===== src/rtl/rf_pkg.sv =====
// Shared register-file types and sizes used by the writeback path.
package rf_pkg;

  localparam int RF_ADDR_W = 5;
  localparam int RF_DATA_W = 32;
  localparam int RF_NREGS  = 32;

  typedef logic [RF_ADDR_W-1:0] rf_addr_t;
  typedef logic [RF_DATA_W-1:0] rf_data_t;

  typedef struct packed {
    rf_addr_t addr;
    rf_data_t data;
  } rf_wr_req_t;

  // x0 is hard-wired zero, so a write to it must never enable the port
  function automatic logic rf_writes_reg(input rf_addr_t addr);
    return addr != '0;
  endfunction

endpackage


===== src/rtl/rf_wb_arbiter_rr_arbiter.sv =====
// Round-robin arbiter: grants the first requester found scanning from the
// priority pointer, then moves the pointer just past the winner.
module rr_arbiter #(
  parameter int N = 3,
  localparam int IW = (N > 1) ? $clog2(N) : 1
) (
  input  logic          clk,
  input  logic          reset,
  input  logic [N-1:0]  req_i,
  input  logic          en_i,
  output logic [N-1:0]  gnt_o,
  output logic [IW-1:0] gnt_idx_o,
  output logic          gnt_valid_o
);

  logic [IW-1:0] ptr_q;
  logic [IW-1:0] ptr_d;
  int unsigned   idx;

  // Scan requesters starting at the pointer, wrapping modulo N; first hit wins
  always_comb begin
    gnt_o       = '0;
    gnt_idx_o   = '0;
    gnt_valid_o = 1'b0;
    idx         = 0;
    if (en_i) begin
      for (int k = 0; k < N; k++) begin
        idx = (int'(ptr_q) + k) % N;
        if (!gnt_valid_o && req_i[idx]) begin
          gnt_valid_o    = 1'b1;
          gnt_o[idx]     = 1'b1;
          gnt_idx_o      = IW'(idx);
        end
      end
    end
  end

  // Next pointer: one past the winner, wrapping to 0 after the last requester
  always_comb begin
    ptr_d = ptr_q;
    if (gnt_valid_o) begin
      if (gnt_idx_o == IW'(N - 1)) ptr_d = '0;
      else                         ptr_d = gnt_idx_o + IW'(1);
    end
  end

  // Priority pointer register
  always_ff @(posedge clk or posedge reset) begin
    if (reset) ptr_q <= '0;
    else       ptr_q <= ptr_d;
  end

endmodule


===== src/rtl/rf_wb_arbiter.sv =====
// Shares the register file's single write port among N_REQ writeback
// sources; the granted write is presented on rf_* one cycle later.
module rf_wb_arbiter
  import rf_pkg::*;
#(
  parameter int N_REQ  = 3,
  parameter int ADDR_W = RF_ADDR_W,
  parameter int DATA_W = RF_DATA_W,
  localparam int ID_W  = (N_REQ > 1) ? $clog2(N_REQ) : 1
) (
  input  logic                    clk,
  input  logic                    reset,
  input  logic [N_REQ-1:0]        req_valid,
  input  logic [N_REQ*ADDR_W-1:0] req_addr,
  input  logic [N_REQ*DATA_W-1:0] req_data,
  output logic [N_REQ-1:0]        req_ready,
  input  logic                    wb_stall,
  output logic                    rf_we,
  output logic [ADDR_W-1:0]       rf_a3,
  output logic [DATA_W-1:0]       rf_wd3,
  output logic [ID_W-1:0]         grant_id
);

  logic [ADDR_W-1:0] addr_arr [N_REQ];
  logic [DATA_W-1:0] data_arr [N_REQ];

  logic [N_REQ-1:0]  gnt;
  logic [ID_W-1:0]   gnt_idx;
  logic              gnt_valid;
  logic              arb_en;

  logic              we_q,  we_d;
  logic [ADDR_W-1:0] a3_q,  a3_d;
  logic [DATA_W-1:0] wd3_q, wd3_d;
  logic [ID_W-1:0]   gid_q, gid_d;

  // Unpack the flat request buses into per-requester lanes
  generate
    for (genvar gi = 0; gi < N_REQ; gi++) begin : g_lane
      assign addr_arr[gi] = req_addr[gi*ADDR_W +: ADDR_W];
      assign data_arr[gi] = req_data[gi*DATA_W +: DATA_W];
    end
  endgenerate

  // No handshake completes while stalled or while held in reset
  assign arb_en = ~wb_stall & ~reset;

  rr_arbiter #(.N(N_REQ)) u_rr (
    .clk         (clk),
    .reset       (reset),
    .req_i       (req_valid),
    .en_i        (arb_en),
    .gnt_o       (gnt),
    .gnt_idx_o   (gnt_idx),
    .gnt_valid_o (gnt_valid)
  );

  assign req_ready = gnt;

  // Capture the winner's write; x0 writes are accepted but never enabled
  always_comb begin
    we_d  = 1'b0;
    a3_d  = a3_q;
    wd3_d = wd3_q;
    gid_d = gid_q;
    if (gnt_valid) begin
      a3_d  = addr_arr[gnt_idx];
      wd3_d = data_arr[gnt_idx];
      gid_d = gnt_idx;
      we_d  = |addr_arr[gnt_idx];
    end
  end

  // Write-port output stage; reset discards any pending write at once
  always_ff @(posedge clk or posedge reset) begin
    if (reset) begin
      we_q  <= 1'b0;
      a3_q  <= '0;
      wd3_q <= '0;
      gid_q <= '0;
    end else begin
      we_q  <= we_d;
      a3_q  <= a3_d;
      wd3_q <= wd3_d;
      gid_q <= gid_d;
    end
  end

  assign rf_we    = we_q;
  assign rf_a3    = a3_q;
  assign rf_wd3   = wd3_q;
  assign grant_id = gid_q;

endmodule

===== config.mk =====
export PLATFORM = sky130hd
export DESIGN_NAME = rf_wb_arbiter
export DESIGN_NICKNAME = d
export VERILOG_FILES = /design/src/rtl/rf_pkg.sv /design/src/rtl/rf_wb_arbiter_rr_arbiter.sv /design/src/rtl/rf_wb_arbiter.sv
export SDC_FILE = /design/constraint.sdc
export NUM_CORES = 1
export LEC_CHECK = 0
export ABC_CLOCK_PERIOD_IN_PS = 2500
export CAP_MARGIN = 0
export CORE_UTILIZATION = 55
export CTS_CLUSTER_SIZE = 40
export DETAILED_ROUTE_END_ITERATION = 6
export DONT_BUFFER_PORTS = 1
export GPL_TIMING_DRIVEN = 1
export PLACE_DENSITY_LB_ADDON = 0.3
export SLEW_MARGIN = 20
export SYNTH_ARGS = -nofsm -noshare
export SYNTH_HDL_FRONTEND = slang
export SYNTH_SLANG_ARGS = --single-unit

===== constraint.sdc =====
create_clock -name clk -period 2.5 [get_ports clk]
set_input_delay 0.25 -clock clk [delete_from_list [all_inputs] [get_ports clk]]
set_output_delay 0.25 -clock clk [all_outputs]
set_load 0.01 [all_outputs]

==> results of run 1 <==
==> what timing repair did <==
item / 4_1_cts / 5_1_grt
buffers inserted: 0 / 0
resized for setup: 2 / 7
hold buffers: 0 / 0
setup endpoints to repair: 3 / 23
==> cell type report <==
class | count | area share (%)
clock buffer | 6 | 2.623
clock inverter | 2 | 1.357
inverter | 7 | 0.9498
multi-input combinational | 179 | 50.11
sequential | 42 | 37.99
tap | 52 | 2.352
timing repair buffer | 12 | 4.613
==> registers in the layout, summed over array words and instances, names as in the netlist <==
name        count
grant_id        2
rf_a3           5
rf_wd3         32
rf_we           1
u_rr.ptr_q      2
==> where the power goes <==
part           switching (W)  internal [W]
sequential          0.000399       0.00101
combinational       0.000799      0.000674
clock               0.000233      0.000298
==> logic make-up after synthesis <==
kind of cell,share of synthesized area (%)
compound gates,34.39
fa+ha+maj,1.973
buf+inv,6.167
flops,41.44
mux,3.552
simple gates,12.48
==> worst paths after layout <==
path | from | end | slack, ns | depth (start not counted)
worst max-delay path | u_rr.ptr_q[1] | rf_wd3[21] | 0.1 | 7
worst min register to register | grant_id[1] | grant_id[1] | 0.55 | 2
min in group clk | req_data[46] | rf_wd3[14] | 0.10 | 2
max in group asynchronous | reset | rf_wd3[14] | 1.96 | 1
worst max register to register | u_rr.ptr_q[1] | rf_wd3[21] | 0.1 | 7
worst min-delay path | reset | grant_id[0] | 0.01 | 1
==> metrics by stage <==
stage | util [%] | cells
final | 63.10 | 300
after global routing | 63.10 | 300
after CTS | 62.36 | 300
after detailed placement | 59.65 | 292
after global placement | 59.65 | 292
after floorplan | - | 250
==> synthesized netlist by cell type, drive strengths merged <==
| cell type | instances |
|---|---|
| nor4bb | 1 |
| o41ai | 1 |
| a211o | 1 |
| nor4 | 2 |
| a21oi | 3 |
| dfrtp | 42 |
| o32ai | 1 |
| a22oi | 11 |
| or2 | 4 |
| a221oi | 1 |
| a2bb2oi | 28 |
| and2b | 1 |
| nor4b | 1 |
| o31ai | 1 |
| a211oi | 1 |
| a31oi | 1 |
| a21boi | 2 |
| o31a | 1 |
| o32a | 1 |
| a22o | 2 |
| inv | 7 |
| o2bb2ai | 1 |
| nor3b | 1 |
| ha | 4 |
| nand2b | 1 |
| nor2 | 7 |
| o21ai | 15 |
| nand3 | 4 |
| or3 | 2 |
| clkbuf | 4 |
| buf | 18 |
| nor3 | 1 |
| o221ai | 30 |
| nor2b | 2 |
| mux2i | 9 |
| a32oi | 1 |
| nand2 | 37 |
==> worst reg2reg max path, cell delays in order, from the launching register on <==
cell	delay [ns]
sky130_fd_sc_hd__dfrtp_1	0.44
sky130_fd_sc_hd__inv_1	0.12
sky130_fd_sc_hd__ha_2	0.33
sky130_fd_sc_hd__and2b_4	0.25
sky130_fd_sc_hd__a22o_1	0.23
sky130_fd_sc_hd__or2_2	0.52
sky130_fd_sc_hd__o221ai_1	0.32
sky130_fd_sc_hd__a2bb2oi_2	0.09
==> routing by layer <==
metal / global-route usage (%) / wire length, um
met4: 8.444 / 85
met5: 0 / 0
met1: 30.62 / 2403
met2: 45.62 / 3419
met3: 7.937 / 671
==> impl_summary.txt, run 1 <==
----------------------------------------------------
[Status]
  Status ... finished clean

[Die]
  X dimension of the die ... 69.91 um
  Total I/O pin count ... 160
  Vertical die dimension ... 69.91 um
  Starting density of the core ... 57.85%
  Row count ... 24
  Area of the die ... 4887 um2
  Std-Cell Core Area ... 4384 um2

[Timing]
  Finish-stage setup viols ... 0
  Max-slew headroom ... 43.21%
  Final hold violations ... 0
  Final-report max-slew violation count ... 0
  Slew @ Worst Pin ... 0.8506 ns
  Post-route worst setup slack ... 0.09791 ns
  Final hold slack ... 0.01457 ns
  Final Critical Period ... 2.402 ns
  Setup TNS ... 0 ns
  Setup repair after global routing missed its margin ... no
  Achievable clock frequency ... 416.3 MHz
  Final worst-path cycle share ... 96.08%
  Worst-case clock skew ... 0.003491 ns

[Final layout]
  Number of inserted filler cells in the final layout ... 368
  Flip-flop and latch area ... 1051 um2
  Post-layout instance area ... 2766 um2
  Commonest cells after routing, fill and taps aside ... 42 x sky130_fd_sc_hd__dfrtp_1, 37 x sky130_fd_sc_hd__nand2_1, 30 x sky130_fd_sc_hd__o221ai_1, 19 x sky130_fd_sc_hd__a2bb2oi_1, 12 x sky130_fd_sc_hd__o21ai_0
  N_diodes ... 0
  Nets ... 368
  Multi-input gate area ... 1386 um2
  Most common cell after layout, fill and taps aside ... sky130_fd_sc_hd__dfrtp_1
  Layout cells sized above 1 ... 17.74%
  Synth-to-Final Area Change ... 9.077%

[Worst setup path]
  Total buffers and inverters traversed by the critical path ... 1
  Highest fanout seen on the critical path ... 28
  Cell-by-cell trace of the critical path ... inv_1 > ha_2 > and2b_4 > a22o_1 > or2_2 > o221ai_1 > a2bb2oi_2
  Delay of the slowest cell on the worst path ... 0.52 ns
  Crit Path Class ... reg -> reg
  CP max-delay cell ... sky130_fd_sc_hd__or2_2
  Data required time at the worst endpoint ... 2.67 ns
  Startpoint types ... flip-flop
  Family of cells with the greatest summed delay on the critical path ... simple AND/OR/NAND/NOR gates
  Arrival time at the worst endpoint ... 2.57 ns
  Crit end category ... flip-flop

[Drt]
  WL final ... 6578 um
  Average vias per placed instance ... 7.203
  Initial DRC count ... 82
  DRC violation count after routing ... 0
  Wirelength per Cell ... 21.93 um
  Pre-Repair DR Iteration Count ... 4
  Post-route antenna net violation count ... 0
  Total number of vias ... 2161

[Clock tree]
  Root Buffer ... sky130_fd_sc_hd__clkbuf_8
  TritonCTS clock tree ... done
  # H-tree levels ... 2
  Clock latency on the worst-skew pair ... 0.28 ns
  Clock transition at the registers of the reported paths ... 0.08 ns
  Num CTS Buffers ... 5
  Largest buffer count on any clock path ... 2
  Num Clock Sinks ... 42

[Global routing]
  Total global-route track usage ... 26.15%
  First-pass GRT wire length ... 10090 um
  Largest net degree at the start of global routing ... 43
  Number of antenna violations at the first check in global routing ... 0
  Final global-route overflow total ... 0
  Number of global-route vias before repair ... 2102

[Logic synthesis]
  Yosys warns ... 0
  Post-Synthesis Cell Area ... 2536 um2
  Cells taking the most area after synthesis ... sky130_fd_sc_hd__dfrtp_1 41%, sky130_fd_sc_hd__o221ai_1 10%, sky130_fd_sc_hd__a2bb2oi_1 6.6%
  Total nets after synthesis ... 371
  Post-synthesis register bit count ... 42
  Register area share after synthesis ... 41.44%
  Cell count after synthesis ... 250
  Post-Synthesis Mean Instance Area ... 10.14 um2
  Number of distinct library cells after synthesis ... 45
  Yosys top cell area share ... 41.44%
  Leading area contributor after synthesis ... sky130_fd_sc_hd__dfrtp_1

[Place]
  Placement Cell Area ... 2615 um2
  Routability congestion estimate from global placement ... 0.8645
  Worst slack at placement ... 0.06553 ns
  Sum of net half-perimeters after detailed placement ... 4940 um
  Port-buffer cells ... 0

[Power]
  Pwr Density ... 1233 nW/um2
  Peak supply drop ... 0.0007272 V
  Leakage power summed over all cells ... 1.153 nW
  Sum of internal, switching and leakage power ... 0.003411 W

[Hold path]
  Worst hold path type ... in -> async

[Flow run]
  Number of violations of the max-capacitance limit ... 0

----------------------------------------------------
Note: power is estimated with default switching activity, not from simulation.
==> run 2: changes to the inputs <==
--- a/config.mk
+++ b/config.mk
@@ -5,9 +5,11 @@
 export SDC_FILE = /design/constraint.sdc
 export NUM_CORES = 1
 export LEC_CHECK = 0
+export ABC_AREA = 1
 export ABC_CLOCK_PERIOD_IN_PS = 2500
 export CAP_MARGIN = 0
 export CORE_UTILIZATION = 55
+export CTS_BUF_LIST = sky130_fd_sc_hd__clkbuf_8
 export CTS_CLUSTER_SIZE = 40
 export DETAILED_ROUTE_END_ITERATION = 6
 export DONT_BUFFER_PORTS = 1
==> impl_summary.txt, run 2 <==
----------------------------------------------------
[Die]
  Total I/O pin count ... 160
  Std-Cell Core Area ... 4474 um2
  Area of the die ... 5051 um2
  Starting density of the core ... 58.64%
  X dimension of the die ... 71.07 um
  Row count ... 24
  Vertical die dimension ... 71.07 um

[Logic synthesis]
  Post-synthesis register bit count ... 42
  Post-synth EDFFs ... 0
  Synth Flop Type ... sky130_fd_sc_hd__dfrtp_1
  Post-Synthesis Cell Area ... 2624 um2
  Cells taking the most area after synthesis ... sky130_fd_sc_hd__dfrtp_1 40%, sky130_fd_sc_hd__nand2_1 11%, sky130_fd_sc_hd__a31oi_1 6.9%
  Number of distinct library cells after synthesis ... 29
  Cell with the most instances after synthesis ... sky130_fd_sc_hd__nand2_1
  Yosys top cell area share ... 40.06%
  Commonest cells post-synth ... 77 x sky130_fd_sc_hd__nand2_1, 42 x sky130_fd_sc_hd__dfrtp_1, 42 x sky130_fd_sc_hd__inv_1, 39 x sky130_fd_sc_hd__nor2_1, 36 x sky130_fd_sc_hd__o21ai_0
  Proportion of register bits with asynchronous set or reset after synthesis ... 100.0%
  Cell count after synthesis ... 366
  Leading area contributor after synthesis ... sky130_fd_sc_hd__dfrtp_1
  Register area share after synthesis ... 40.06%
  Total nets after synthesis ... 487
  Yosys warns ... 0
  Post-Synthesis Mean Instance Area ... 7.169 um2

[Drt]
  Average vias per placed instance ... 5.979
  Total number of vias ... 2535
  WL final ... 7070 um
  Pre-Repair DR Iteration Count ... 7
  Wirelength per Cell ... 16.67 um
  Initial DRC count ... 163
  DRC violation count after routing ... 9
  Post-route antenna net violation count ... 0

[Flow run]
  Number of violations of the max-capacitance limit ... 0

[Global routing]
  Met2 usage ... 44.66%
  Number of global-route vias before repair ... 2263
  Total global-route track usage ... 26.67%
  Met1 layer usage reported by global route ... 33.46%
  Largest net degree at the start of global routing ... 35
  Final global-route overflow total ... 0
  Global-route track usage on met3 ... 6.980%
  Number of antenna violations at the first check in global routing ... 0
  Top Usage Layer GRT ... met2
  First-pass GRT wire length ... 10520 um

[Worst setup path]
  Startpoint types ... flip-flop
  Worst r2r dst ... rf_wd3[6]
  Worst reg-to-reg setup slack ... 0.13 ns
  Number of cell instances on the worst register-to-register path ... 13
  Data required time at the worst endpoint ... 2.69 ns
  FF-to-FF Start ... u_rr.ptr_q[1]
  Highest fanout seen on the critical path ... 23
  Arrival time at the worst endpoint ... 2.56 ns
  Crit Path Class ... reg -> reg
  Crit end category ... flip-flop

[Power]
  Peak supply drop ... 0.0006126 V
  Pwr Density ... 1315 nW/um2
  Leakage power summed over all cells ... 1.269 nW

[Hold path]
  Critical hold path startpoint ... req_data[42]
  Worst hold path type ... in -> reg
  Worst Hold Path EP ... rf_wd3[10]
  Hold path cells ... 2

[Status]
  Failing checks ... design-rule violations
  Status ... finished with violations

[Clock tree]
  Clock transition at the registers of the reported paths ... 0.08 ns
  Largest buffer count on any clock path ... 2
  Clock latency on the worst-skew pair ... 0.29 ns
  Num CTS Buffers ... 5
  # H-tree levels ... 2
  Num Clock Sinks ... 42
  TritonCTS clock tree ... done
  Root Buffer ... sky130_fd_sc_hd__clkbuf_8

[Final layout]
  N_diodes ... 0
  Flip-flop and latch area ... 1051 um2
  Synth-to-Final Area Change ... 10.54%
  Commonest cells after routing, fill and taps aside ... 77 x sky130_fd_sc_hd__nand2_1, 43 x sky130_fd_sc_hd__inv_1, 42 x sky130_fd_sc_hd__dfrtp_1, 39 x sky130_fd_sc_hd__nor2_1, 35 x sky130_fd_sc_hd__o21ai_0
  Flip-flop count of the largest register, all copies and words added ... 32
  Layout cells sized above 1 ... 11.29%
  Number of inserted filler cells in the final layout ... 385
  Nets ... 493
  Multi-input gate area ... 1315 um2
  Most common cell after layout, fill and taps aside ... sky130_fd_sc_hd__nand2_1
  Number of standard cells in the final layout excluding fillers ... 424
  Fraction of the core area covered by cells at the end of the flow ... 64.82%

[Timing]
  Setup TNS ... 0 ns
  Final-report max-slew violation count ... 0
  Final Critical Period ... 2.366 ns
  Final worst-path cycle share ... 94.62%
  Worst-case clock skew ... 0.002670 ns
  Max-slew headroom ... 52.99%
  Finish-stage setup viols ... 0
  Final hold violations ... 0
  Slew @ Worst Pin ... 0.7044 ns
  Achievable clock frequency ... 422.7 MHz

[Place]
  Routability congestion estimate from global placement ... 0.9702
  Port-buffer cells ... 0
  Sum of net half-perimeters after detailed placement ... 4881 um
  # placed instances ... 408

----------------------------------------------------
[run 2: cells by family after synthesis]
kind of cell | Yosys count | share of synthesized area (%)
simple gates | 148 | 24.56
compound gates | 103 | 21.98
buf+inv | 69 | 11.49
flops | 42 | 40.06
fa+ha+maj | 4 | 1.908
[run 2: worst max-delay path by stage]
stage | start | end | slack [ns]
global route | u_rr.ptr_q[1] | rf_wd3[6] | -0.04
CTS | u_rr.ptr_q[0] | rf_wd3[30] | 0.04
detailed placement | u_rr.ptr_q[0] | rf_wd3[30] | 0.06
floorplan | u_rr.ptr_q[0] | rf_we | 0.45
global placement | u_rr.ptr_q[0] | rf_wd3[22] | 0.16
finish | u_rr.ptr_q[1] | rf_wd3[6] | 0.13
[run 2: worst max-delay path, cell delays in order (launching register included)]
cell and delay (ns):
sky130_fd_sc_hd__dfrtp_1 0.43, sky130_fd_sc_hd__inv_1 0.11, sky130_fd_sc_hd__ha_2 0.23, sky130_fd_sc_hd__inv_2 0.07, sky130_fd_sc_hd__nand2_2 0.08, sky130_fd_sc_hd__nand3_1 0.07, sky130_fd_sc_hd__nand2_1 0.12, sky130_fd_sc_hd__nand4_1 0.19
sky130_fd_sc_hd__nand2_4 0.17, sky130_fd_sc_hd__nand2_8 0.11, sky130_fd_sc_hd__inv_8 0.18, sky130_fd_sc_hd__buf_4 0.21, sky130_fd_sc_hd__o21ai_1 0.09, sky130_fd_sc_hd__a31oi_1 0.19
[run 2: final cells by class]
type	instances	area share, %
multi-input cells	256	45.34
flip-flops and latches	42	36.24
inverters	49	6.859
repair buffers	18	6.687
clock buffers	5	2.373
well taps	52	2.243
clock inverters	2	0.2588
[run 2: metal layers]
metal  vias to the layer above  wire length, um
met3                         8              677
li1                       1223                -
met2                       152             3541
met5                         -                0
met1                      1152             2756
met4                         0               95
[run 2: metrics by stage]
stage	hold slack, ns	power (W)	setup WS, ns	area [um2]
3_5_place_dp	0.1833	0.003085	0.05890	2651
4_1_cts	0.09005	0.003493	0.04300	2738
3_3_place_gp	0.1832	0.003027	0.1586	2651
2_1_floorplan	0.3877	0.002741	0.4519	2624
5_1_grt	0.09686	0.004136	-0.04305	2900
6_report	0.09332	0.003814	0.1345	2900
[run 2: what timing repair did]
action	CTS	global route
setup buffers	0	6
hold buffers	1	0
endpoints found under the setup margin	0	35
gates resized for setup	0	23
hold endpoints to repair	18	0
[run 2: report_power, final]
group          switching (W)  total (W)  internal [W]
combinational        0.00120    0.00200      0.000800
clock               0.000226   0.000411      0.000185
sequential          0.000392    0.00140       0.00101
==> run 3: changes to the inputs <==
--- a/config.mk
+++ b/config.mk
@@ -9,7 +9,7 @@
 export ABC_CLOCK_PERIOD_IN_PS = 2500
 export CAP_MARGIN = 0
 export CORE_UTILIZATION = 55
-export CTS_BUF_LIST = sky130_fd_sc_hd__clkbuf_8
+export CTS_BUF_LIST = sky130_fd_sc_hd__clkbuf_2
 export CTS_CLUSTER_SIZE = 40
 export DETAILED_ROUTE_END_ITERATION = 6
 export DONT_BUFFER_PORTS = 1
==> impl_summary.txt, run 3 (same netlist as run 2, synthesis figures left out) <==
----------------------------------------------------
[Worst setup path]
  Highest fanout seen on the critical path ... 6
  Crit end category ... output port
  Crit Path Class ... reg -> out
  Worst r2r dst ... rf_wd3[30]
  Data required time at the worst endpoint ... 2.25 ns
  Worst reg-to-reg setup slack ... 0.08 ns
  Number of cell instances on the worst register-to-register path ... 12
  Arrival time at the worst endpoint ... 2.17 ns
  FF-to-FF Start ... u_rr.ptr_q[0]
  Launch point of the critical path ... u_rr.ptr_q[0]
  Startpoint types ... flip-flop

[Timing]
  Final hold slack ... 0.03538 ns
  Achievable clock frequency ... 413.1 MHz
  Final-report max-slew violation count ... 0
  Max-slew headroom ... 52.82%
  Final worst-path cycle share ... 96.83%
  Slew @ Worst Pin ... 0.7033 ns
  Worst-case clock skew ... 0.01131 ns
  Final Critical Period ... 2.421 ns
  Setup repair after global routing missed its margin ... yes
  Finish-stage setup viols ... 0
  Final hold violations ... 0

[Drt]
  DRC violation count after routing ... 9
  Average vias per placed instance ... 5.905
  WL final ... 7316 um
  Initial DRC count ... 193
  Wirelength per Cell ... 16.22 um
  Total number of vias ... 2663
  Post-route antenna net violation count ... 0
  Pre-Repair DR Iteration Count ... 7

[Die]
  X dimension of the die ... 71.07 um
  Starting density of the core ... 58.64%
  Std-Cell Core Area ... 4474 um2
  Total I/O pin count ... 160
  Area of the die ... 5051 um2
  Row count ... 24
  Vertical die dimension ... 71.07 um

[Place]
  Routability congestion estimate from global placement ... 0.9702
  Sum of net half-perimeters after detailed placement ... 4881 um
  # placed instances ... 408
  Port-buffer cells ... 0

[Global routing]
  Number of global-route vias before repair ... 2513
  First-pass GRT wire length ... 11650 um
  Number of antenna violations at the first check in global routing ... 0
  Largest net degree at the start of global routing ... 35
  Global-route track usage on met3 ... 7.835%
  Total global-route track usage ... 29.43%
  Top Usage Layer GRT ... met2
  Met1 layer usage reported by global route ... 36.14%
  Met2 usage ... 49.36%
  Final global-route overflow total ... 0

[Power]
  Peak supply drop ... 0.0005010 V
  Pwr Density ... 1147 nW/um2
  Leakage power summed over all cells ... 1.338 nW

[Final layout]
  Multi-input gate area ... 1316 um2
  Most common cell after layout, fill and taps aside ... sky130_fd_sc_hd__nand2_1
  N_diodes ... 0
  Nets ... 520
  Flip-flop count of the largest register, all copies and words added ... 32
  Number of standard cells in the final layout excluding fillers ... 451
  Synth-to-Final Area Change ... 18.65%
  Number of inserted filler cells in the final layout ... 336
  Flip-flop and latch area ... 1051 um2
  Commonest cells after routing, fill and taps aside ... 76 x sky130_fd_sc_hd__nand2_1, 42 x sky130_fd_sc_hd__dfrtp_1, 41 x sky130_fd_sc_hd__inv_1, 39 x sky130_fd_sc_hd__nor2_1
  Layout cells sized above 1 ... 10.03%

[Hold path]
  Worst hold path type ... in -> reg
  Hold path cells ... 2
  Critical hold path startpoint ... req_addr[7]
  Worst Hold Path EP ... rf_a3[2]

[Status]
  Failing checks ... design-rule violations
  Status ... finished with violations

[Clock tree]
  Num Clock Sinks ... 42
  # H-tree levels ... 2
  Largest buffer count on any clock path ... 2
  Num CTS Buffers ... 5
  Clock transition at the registers of the reported paths ... 0.20 ns
  Root Buffer ... sky130_fd_sc_hd__clkbuf_2
  Clock latency on the worst-skew pair ... 0.38 ns
  TritonCTS clock tree ... done

[Flow run]
  Number of violations of the max-capacitance limit ... 0

----------------------------------------------------
-- run 3: changes by cell type in the layout (fill, tap and decap cells not counted), sizes merged --
cell,previous run,this run
dlygate4sd3,1,35
buf,16,11
inv,49,47
clkbuf,6,7
nand2,83,82
-- run 3: stage by stage --
step | setup WS, ns | utilization, % | area, um2 | setup TNS, ns | power, W
floorplan | 0.4519 | - | 2624 | 0 | 0.002741
global placement | 0.1586 | 59.26 | 2651 | 0 | 0.003027
detailed placement | 0.05890 | 59.26 | 2651 | 0 | 0.003085
CTS | 0.02783 | 67.79 | 3033 | 0 | 0.003411
global route | -0.08112 | 69.57 | 3113 | -0.5318 | 0.003901
finish | 0.07917 | 69.57 | 3113 | 0 | 0.003570
-- run 3: power by group --
group / switching, W / internal (W) / leakage (nW) / total [W]
Combinational: 0.00118 / 0.000708 / 0.828 / 0.00189
Clock: 0.000208 / 0.0000730 / 0.0291 / 0.000281
Sequential: 0.000392 / 0.00101 / 0.480 / 0.00140
Total: 0.00178 / 0.00179 / 1.34 / 0.00357
-- run 3: critical path, cell delays in order (launching register included) --
cell and delay, ns:
sky130_fd_sc_hd__dfrtp_1 0.43, sky130_fd_sc_hd__inv_1 0.10, sky130_fd_sc_hd__ha_2 0.33, sky130_fd_sc_hd__inv_4 0.11, sky130_fd_sc_hd__nand3_1 0.08, sky130_fd_sc_hd__nand2_1 0.14, sky130_fd_sc_hd__nand3_1 0.16, sky130_fd_sc_hd__nand3_2 0.12
sky130_fd_sc_hd__nand2_1 0.10, sky130_fd_sc_hd__a31oi_4 0.21
-- run 3: what timing repair did --
item                                    in CTS  in global routing
setup buffers                                0                  1
gates resized for setup                      1                 16
endpoints found under the setup margin       1                 36
hold buffers                                34                  1
hold endpoints to repair                    51                  1
pin swaps                                    0                  1
-- run 3: final cells by class --
cell class / count / share of cell area, %
multi-input cells: 255 / 42.28
repair buffers: 46 / 14.43
well taps: 52 / 2.090
clock buffers: 7 / 1.125
flip-flops and latches: 42 / 33.76
inverters: 49 / 6.310
-- run 3: worst max-delay path by stage --
stage,slack [ns],endpoint,depth (start not counted)
after detailed placement,0.06,rf_wd3[30],15
after global routing,-0.08,rf_wd3[16],13
after floorplan,0.45,rf_we,19
after global placement,0.16,rf_wd3[22],16
after CTS,0.03,rf_wd3[30],15
final,0.08,req_ready[1],9
-- run 3: layer usage --
layer | part of all wire [%] | wire, um | vias to the layer above
li1 | - | - | 1273
met1 | 38 | 2804 | 1203
met2 | 49 | 3618 | 167
met3 | 9.2 | 676 | 20
met4 | 3.0 | 216 | 0
met5 | 0 | 0 | -
